## config.mk

```make
export PLATFORM = sky130hd
export DESIGN_NAME = control_sequencer
export DESIGN_NICKNAME = d
export VERILOG_FILES = /design/src/rtl/cpu_pkg.sv /design/src/rtl/reg_select_decoder.sv /design/src/rtl/control_sequencer.sv
export SDC_FILE = /design/constraint.sdc
export NUM_CORES = 1
export LEC_CHECK = 0
export BUFFER_PORTS_ARGS = -buffer_cell sky130_fd_sc_hd__buf_4
export CAP_MARGIN = 40
export CORE_MARGIN = 3
export CORE_UTILIZATION = 36
export CTS_CLUSTER_DIAMETER = 150
export CTS_CLUSTER_SIZE = 24
export DETAILED_ROUTE_END_ITERATION = 10
export GPL_ROUTABILITY_DRIVEN = 0
export PLACE_DENSITY = 0.77
export REMOVE_ABC_BUFFERS = 1
export SYNTH_ARGS = -nofsm -noshare
export SYNTH_HDL_FRONTEND = slang
export SYNTH_SLANG_ARGS = --single-unit
```

## constraint.sdc

```tcl
create_clock -name clk -period 1.85 [get_ports clk]
set_input_delay 0.0925 -clock clk [delete_from_list [all_inputs] [get_ports clk]]
set_output_delay 0.0925 -clock clk [all_outputs]
set_load 0.01 [all_outputs]
```

## src/rtl/cpu_pkg.sv

```systemverilog
// Shared definitions for the hardwired control unit: opcodes, IR field
// positions, sequencer state encoding and opcode classification.
package cpu_pkg;

    localparam logic [4:0] OP_LD   = 5'b00000;
    localparam logic [4:0] OP_LDI  = 5'b00001;
    localparam logic [4:0] OP_ST   = 5'b00010;
    localparam logic [4:0] OP_ADD  = 5'b00011;
    localparam logic [4:0] OP_SUB  = 5'b00100;
    localparam logic [4:0] OP_AND  = 5'b00101;
    localparam logic [4:0] OP_OR   = 5'b00110;
    localparam logic [4:0] OP_ROR  = 5'b00111;
    localparam logic [4:0] OP_ROL  = 5'b01000;
    localparam logic [4:0] OP_SHR  = 5'b01001;
    localparam logic [4:0] OP_SHRA = 5'b01010;
    localparam logic [4:0] OP_SHL  = 5'b01011;
    localparam logic [4:0] OP_ADDI = 5'b01100;
    localparam logic [4:0] OP_ANDI = 5'b01101;
    localparam logic [4:0] OP_ORI  = 5'b01110;
    localparam logic [4:0] OP_DIV  = 5'b01111;
    localparam logic [4:0] OP_MUL  = 5'b10000;
    localparam logic [4:0] OP_NEG  = 5'b10001;
    localparam logic [4:0] OP_NOT  = 5'b10010;

    localparam int OPC_MSB = 31;
    localparam int OPC_LSB = 27;
    localparam int RA_MSB  = 26;
    localparam int RA_LSB  = 23;
    localparam int RB_MSB  = 22;
    localparam int RB_LSB  = 19;
    localparam int RC_MSB  = 18;
    localparam int RC_LSB  = 15;

    typedef enum logic [3:0] {
        S_IDLE, S_T0, S_T1, S_T2, S_T3, S_T4, S_T5, S_T6, S_HALT
    } state_e;

    typedef enum logic [2:0] {
        CLS_REG, CLS_IMM, CLS_UNARY, CLS_MULDIV, CLS_ILLEGAL
    } op_class_e;

    // Groups opcodes by the shape of their execute sequence.
    function automatic op_class_e classifyOp(input logic [4:0] opc);
        case (opc)
            OP_ADD, OP_SUB, OP_AND, OP_OR, OP_ROR,
            OP_ROL, OP_SHR, OP_SHRA, OP_SHL:   return CLS_REG;
            OP_ADDI, OP_ANDI, OP_ORI:          return CLS_IMM;
            OP_NEG, OP_NOT:                    return CLS_UNARY;
            OP_DIV, OP_MUL:                    return CLS_MULDIV;
            OP_LD, OP_LDI, OP_ST:              return CLS_ILLEGAL;
            default:                           return CLS_ILLEGAL;
        endcase
    endfunction

endpackage

```

## src/rtl/reg_select_decoder.sv

```systemverilog
// Turns a 4-bit register field into a one-hot select vector, all zero
// when the select is not active this cycle.
module reg_select_decoder #(
    parameter int NUM_REGS = 16
) (
    input  logic [3:0]          field_i,
    input  logic                valid_i,
    output logic [NUM_REGS-1:0] onehot_o
);

    always_comb begin
        for (int i = 0; i < NUM_REGS; i++) begin
            onehot_o[i] = valid_i && (field_i == 4'(i));
        end
    end

endmodule

```

## src/rtl/control_sequencer.sv

```systemverilog
// Hardwired control unit: walks each instruction through fetch (T0..T2)
// and execute (T3..T6), decoding per-cycle datapath strobes from state and IR.
module control_sequencer
    import cpu_pkg::*;
#(
    parameter int NUM_REGS = 16,
    parameter int OPW      = 5
) (
    input  logic                clk,
    input  logic                clr,
    input  logic                run,
    input  logic [31:0]         ir,
    output logic                pc_out,
    output logic                mdr_out,
    output logic                zlo_out,
    output logic                zhi_out,
    output logic                c_out,
    output logic                mar_enable,
    output logic                mdr_enable,
    output logic                ir_enable,
    output logic                y_enable,
    output logic                z_enable,
    output logic                pc_increment,
    output logic                read,
    output logic                lo_enable,
    output logic                hi_enable,
    output logic [NUM_REGS-1:0] r_out,
    output logic [NUM_REGS-1:0] r_enable,
    output logic [OPW-1:0]      op_code,
    output logic                illegal
);

    state_e    state_q, state_d;
    op_class_e opClass;
    logic [4:0] opcode;
    logic [3:0] ra, rb, rc;
    logic [3:0] rOutField, rEnField;
    logic       rOutValid, rEnValid, done;
    logic       unusedIr;

    assign opcode   = ir[OPC_MSB:OPC_LSB];
    assign ra       = ir[RA_MSB:RA_LSB];
    assign rb       = ir[RB_MSB:RB_LSB];
    assign rc       = ir[RC_MSB:RC_LSB];
    assign opClass  = classifyOp(opcode);
    // The immediate bits are routed to the bus by the datapath, not here.
    assign unusedIr = ^ir[RC_LSB-1:0];

    always_ff @(posedge clk or posedge clr) begin
        if (clr) state_q <= S_IDLE;
        else     state_q <= state_d;
    end

    always_comb begin
        state_d      = state_q;
        pc_out       = 1'b0;
        mdr_out      = 1'b0;
        zlo_out      = 1'b0;
        zhi_out      = 1'b0;
        c_out        = 1'b0;
        mar_enable   = 1'b0;
        mdr_enable   = 1'b0;
        ir_enable    = 1'b0;
        y_enable     = 1'b0;
        z_enable     = 1'b0;
        pc_increment = 1'b0;
        read         = 1'b0;
        lo_enable    = 1'b0;
        hi_enable    = 1'b0;
        op_code      = '0;
        illegal      = 1'b0;
        rOutField    = 4'd0;
        rOutValid    = 1'b0;
        rEnField     = 4'd0;
        rEnValid     = 1'b0;
        done         = 1'b0;
        case (state_q)
            S_IDLE: if (run) state_d = S_T0;
            S_T0: begin
                pc_out = 1'b1; mar_enable = 1'b1; pc_increment = 1'b1;
                state_d = S_T1;
            end
            S_T1: begin
                read = 1'b1; mdr_enable = 1'b1;
                state_d = S_T2;
            end
            S_T2: begin
                mdr_out = 1'b1; ir_enable = 1'b1;
                state_d = S_T3;
            end
            S_T3: begin
                state_d = S_T4;
                case (opClass)
                    CLS_REG, CLS_IMM: begin
                        rOutField = rb; rOutValid = 1'b1; y_enable = 1'b1;
                    end
                    CLS_UNARY: begin
                        rOutField = rb; rOutValid = 1'b1;
                        op_code = OPW'(opcode); z_enable = 1'b1;
                    end
                    CLS_MULDIV: begin
                        rOutField = ra; rOutValid = 1'b1; y_enable = 1'b1;
                    end
                    default: state_d = S_HALT;
                endcase
            end
            S_T4: begin
                state_d = S_T5;
                case (opClass)
                    CLS_REG: begin
                        rOutField = rc; rOutValid = 1'b1;
                        op_code = OPW'(opcode); z_enable = 1'b1;
                    end
                    CLS_IMM: begin
                        c_out = 1'b1; op_code = OPW'(opcode); z_enable = 1'b1;
                    end
                    CLS_UNARY: begin
                        zlo_out = 1'b1; rEnField = ra; rEnValid = 1'b1;
                        done = 1'b1;
                    end
                    CLS_MULDIV: begin
                        rOutField = rb; rOutValid = 1'b1;
                        op_code = OPW'(opcode); z_enable = 1'b1;
                    end
                    default: state_d = S_HALT;
                endcase
            end
            S_T5: begin
                case (opClass)
                    CLS_REG, CLS_IMM: begin
                        zlo_out = 1'b1; rEnField = ra; rEnValid = 1'b1;
                        done = 1'b1;
                    end
                    CLS_MULDIV: begin
                        zlo_out = 1'b1; lo_enable = 1'b1;
                        state_d = S_T6;
                    end
                    default: state_d = S_HALT;
                endcase
            end
            S_T6: begin
                zhi_out = 1'b1; hi_enable = 1'b1;
                done = 1'b1;
            end
            S_HALT: illegal = 1'b1;
            default: state_d = S_IDLE;
        endcase
        // run is only consulted at instruction boundaries.
        if (done) state_d = run ? S_T0 : S_IDLE;
    end

    reg_select_decoder #(.NUM_REGS(NUM_REGS)) uROutDecoder (
        .field_i  (rOutField),
        .valid_i  (rOutValid),
        .onehot_o (r_out)
    );

    reg_select_decoder #(.NUM_REGS(NUM_REGS)) uREnDecoder (
        .field_i  (rEnField),
        .valid_i  (rEnValid),
        .onehot_o (r_enable)
    );

endmodule
```

==> flow_metrics.py <==
metrics = {
    "critical_path": {
        "arrival_ns": 2.11,
        "crit_path_end_kind": "output port",
        "worstPathRequired_ns": 1.76,
        "start_kind": "flop",
        "cp_max_fo": 5,
        "criticalPathCategory": "reg2out",
    },
    "logic_synthesis": {
        "ys.flop_type": "dfrtp_1",
        "synth_edf_count": 0,
        "ys_seq_elements": 4,
        "synth_top_family_by_area": "simple AND/OR/NAND/NOR gates",
        "synth_compound_area_share_pct": 31.58,
        "synth_cells": 159,
        "synthTopCellsByArea": "nor3_1, dfrtp_1, a21oi_1",
        "seq_area_frac_synth_pct": 8.929,
        "synth_largest_area_cell": "nor3_1",
        "synthXorXnorAreaFrac_pct": 2.344,
        "synthSimpleGateAreaFrac_pct": 44.20,
        "ys_warn_count": 0,
        "synthMuxAreaShare_pct": 3.795,
        "synthDistinctLibCells": 51,
        "synth_top_area_share_pct": 12.95,
        "syn-mean-instance-area_um2": 7.051,
        "async_reset_ff_share_pct": 100.0,
        "synth_fa_ha_area_share_pct": 0,
        "syn_area_um2": 1121,
    },
    "final_layout": {
        "nFillCells": 196,
        "final_cells": 289,
        "final_cell_mix": "buf_4, nor3_2, buf_6",
        "drive_gt1_share_pct": 63.95,
        "top_register": "state_q",
        "nets": 295,
        "final_common_cell": "buf_4",
        "fin_area_um2": 2278,
        "area_delta_synth_final_pct": 103.2,
        "largest_register_ffs": 4,
        "diodes": 0,
        "reg_top3": "state_q x4",
    },
    "power_and_ir_drop": {
        "vdd_drop_max_mv": 0.4199,
        "totalPowerFinal_mw": 1.664,
        "powerDensity_nw_per_um2": 730.2,
        "leakage_nw": 1.008,
    },
    "clocking": {
        "clkLatencyLatePin_ns": 0.24,
        "cts_tree": "yes",
        "path_clk_slew_ns": 0.04,
        "htree_num_levels": 1,
        "numCtsBuffers": 3,
        "clock_path_buffers": 2,
        "cts.sinks": 4,
        "cts_root_buf": "clkbuf_4",
    },
    "status": {
        "status": "finished, violations left",
        "violations": "negative setup slack",
    },
    "routing": {
        "drc": 0,
        "drt_iter0_markers": 160,
        "via_per_inst": 6.080,
        "routed_wl_um": 5289,
        "drt.antenna.violating_nets": 0,
        "wire_per_inst_um": 18.30,
        "vias": 1757,
        "first_pass_iters": 4,
    },
    "placed_design": {
        "placed_cell_area_um2": 1804,
        "place_hpwl_um": 3137,
        "port_buffers": 71,
        "placedCellCount": 273,
    },
    "floorplan": {
        "rows": 19,
        "die_w_um": 61.81,
        "start_util_pct": 39.30,
        "die-area_um2": 3820,
        "die_y_um": 61.81,
        "ios": 87,
        "core_um2": 2853,
    },
    "timing": {
        "grt_setup_unrepaired": "yes",
        "slew_headroom_pct": 61.89,
        "period_needed_ns": 2.201,
        "tightest_slew_ns": 0.5716,
        "skew_ns": 0.001096,
        "fmax_ghz": 0.4543,
        "slew_violations": 0,
        "hold_viol": 0,
        "finalCritPeriodShare_pct": 119.0,
        "setup_viol": 41,
        "setup_slack_ns": -0.3511,
    },
    "run": {
        "cap_violations": 0,
    },
    "global_route": {
        "antenna_found_initial": 0,
        "grt_pass1_vias": 1476,
        "grt-ovfl-total": 0,
        "grt_use_total_pct": 22.32,
        "grt_max_degree": 14,
        "grt_pass1_wl_um": 6561,
    },
    "worst_hold_path": {
        "min_path_type": "in2reg",
    },
}
[cell type report]
| class | count | area (µm²) | area share (%) |
|---|---|---|---|
| clock buffer | 3 | 22.52 | 0.9885 |
| multi-input combinational | 139 | 1236 | 54.26 |
| timing repair buffer | 109 | 865.8 | 38.00 |
| inverter | 3 | 11.26 | 0.4942 |
| sequential | 4 | 103.9 | 4.558 |
| tap | 31 | 38.79 | 1.702 |
[stage by stage]
stage	hold slack (ns)	setup TNS (ns)	setup slack, ns	utilization, %
detailed placement	-0.009918	-0.7825	-0.1055	63.25
global placement	-0.01152	-0.3268	-0.06294	63.25
finish	0.1345	-8.023	-0.3511	79.87
global route	0.1399	-10.77	-0.4607	79.87
CTS	0.1345	-8.516	-0.3344	71.45
floorplan	-0.1414	-0.6602	-0.1464	-
[worst max-delay path: stages (launching register included)]
cell and delay, ns:
dfrtp_1 0.43, nand4bb_4 0.27, nor4_4 0.21, buf_4 0.17, a32o_2 0.22, o22ai_2 0.15
nor3_1 0.25, buf_4 0.16
[power breakdown]
group / total (mW) / internal [mW] / switching, mW
clock network: 0.113 / 0.0728 / 0.0398
registers: 0.219 / 0.132 / 0.0870
logic: 1.33 / 0.641 / 0.691
[metal layers]
layer  up-vias  part of all wire [%]  GRT usage, %
met2        89                    52         40.06
li1        833                     -             -
met3        16                   6.6         4.545
met4         0                   2.8         5.152
met1       819                    39         27.18
met5         -                     0             0
[cell families (layout without fill, tap and decap cells)]
family | after synthesis | after routing
and+or+nand+nor | 84 | 84
muxes | 4 | 4
DFF | 4 | 4
AOI/OAI and AO/OA | 46 | 48
buffers and inverters | 18 | 115
xor gates and xnor gates | 3 | 3
[synth_stat cells, drive strengths merged (2+ instances only)]
| cell type | instances |
|---|---|
| o32ai | 2 |
| o21ai | 2 |
| nor4b | 2 |
| o21bai | 2 |
| mux2 | 2 |
| a21oi | 10 |
| nand3 | 3 |
| nor2b | 2 |
| clkbuf | 7 |
| nand2 | 7 |
| nand2b | 8 |
| nand4 | 2 |
| a32oi | 2 |
| inv | 3 |
| mux2i | 2 |
| buf | 8 |
| xnor2 | 2 |
| a21o | 3 |
| dfrtp | 4 |
| nor3b | 3 |
| o22ai | 3 |
| nand3b | 3 |
| nor2 | 8 |
| and3 | 2 |
| nor3 | 29 |
| a211o | 3 |
| a211oi | 4 |
| a32o | 5 |
| and2 | 5 |
| nor4 | 6 |
[final timing paths]
path / to / slack (ns) / startpoint / cells past startpoint
worst max-delay path: r_out[15] / -0.35 / state_q[3] / 7
worst min-delay path: state_q[0] / 0.13 / run / 3
worst max register to register: state_q[1] / 0.20 / state_q[0] / 6
worst min register to register: state_q[1] / 0.80 / state_q[2] / 2
max in group asynchronous: state_q[1] / 1.38 / clr / 3
min in group asynchronous: state_q[3] / 0.30 / clr / 3
[timing repair]
action	in CTS	in global routing
cloned	2	0
setup endpoints to repair	38	39
hold endpoints to repair	4	0
pin swaps	9	22
hold buffers	1	0
resized for setup	33	38
setup buffers	2	8
Power figures use the tool's default switching activity.
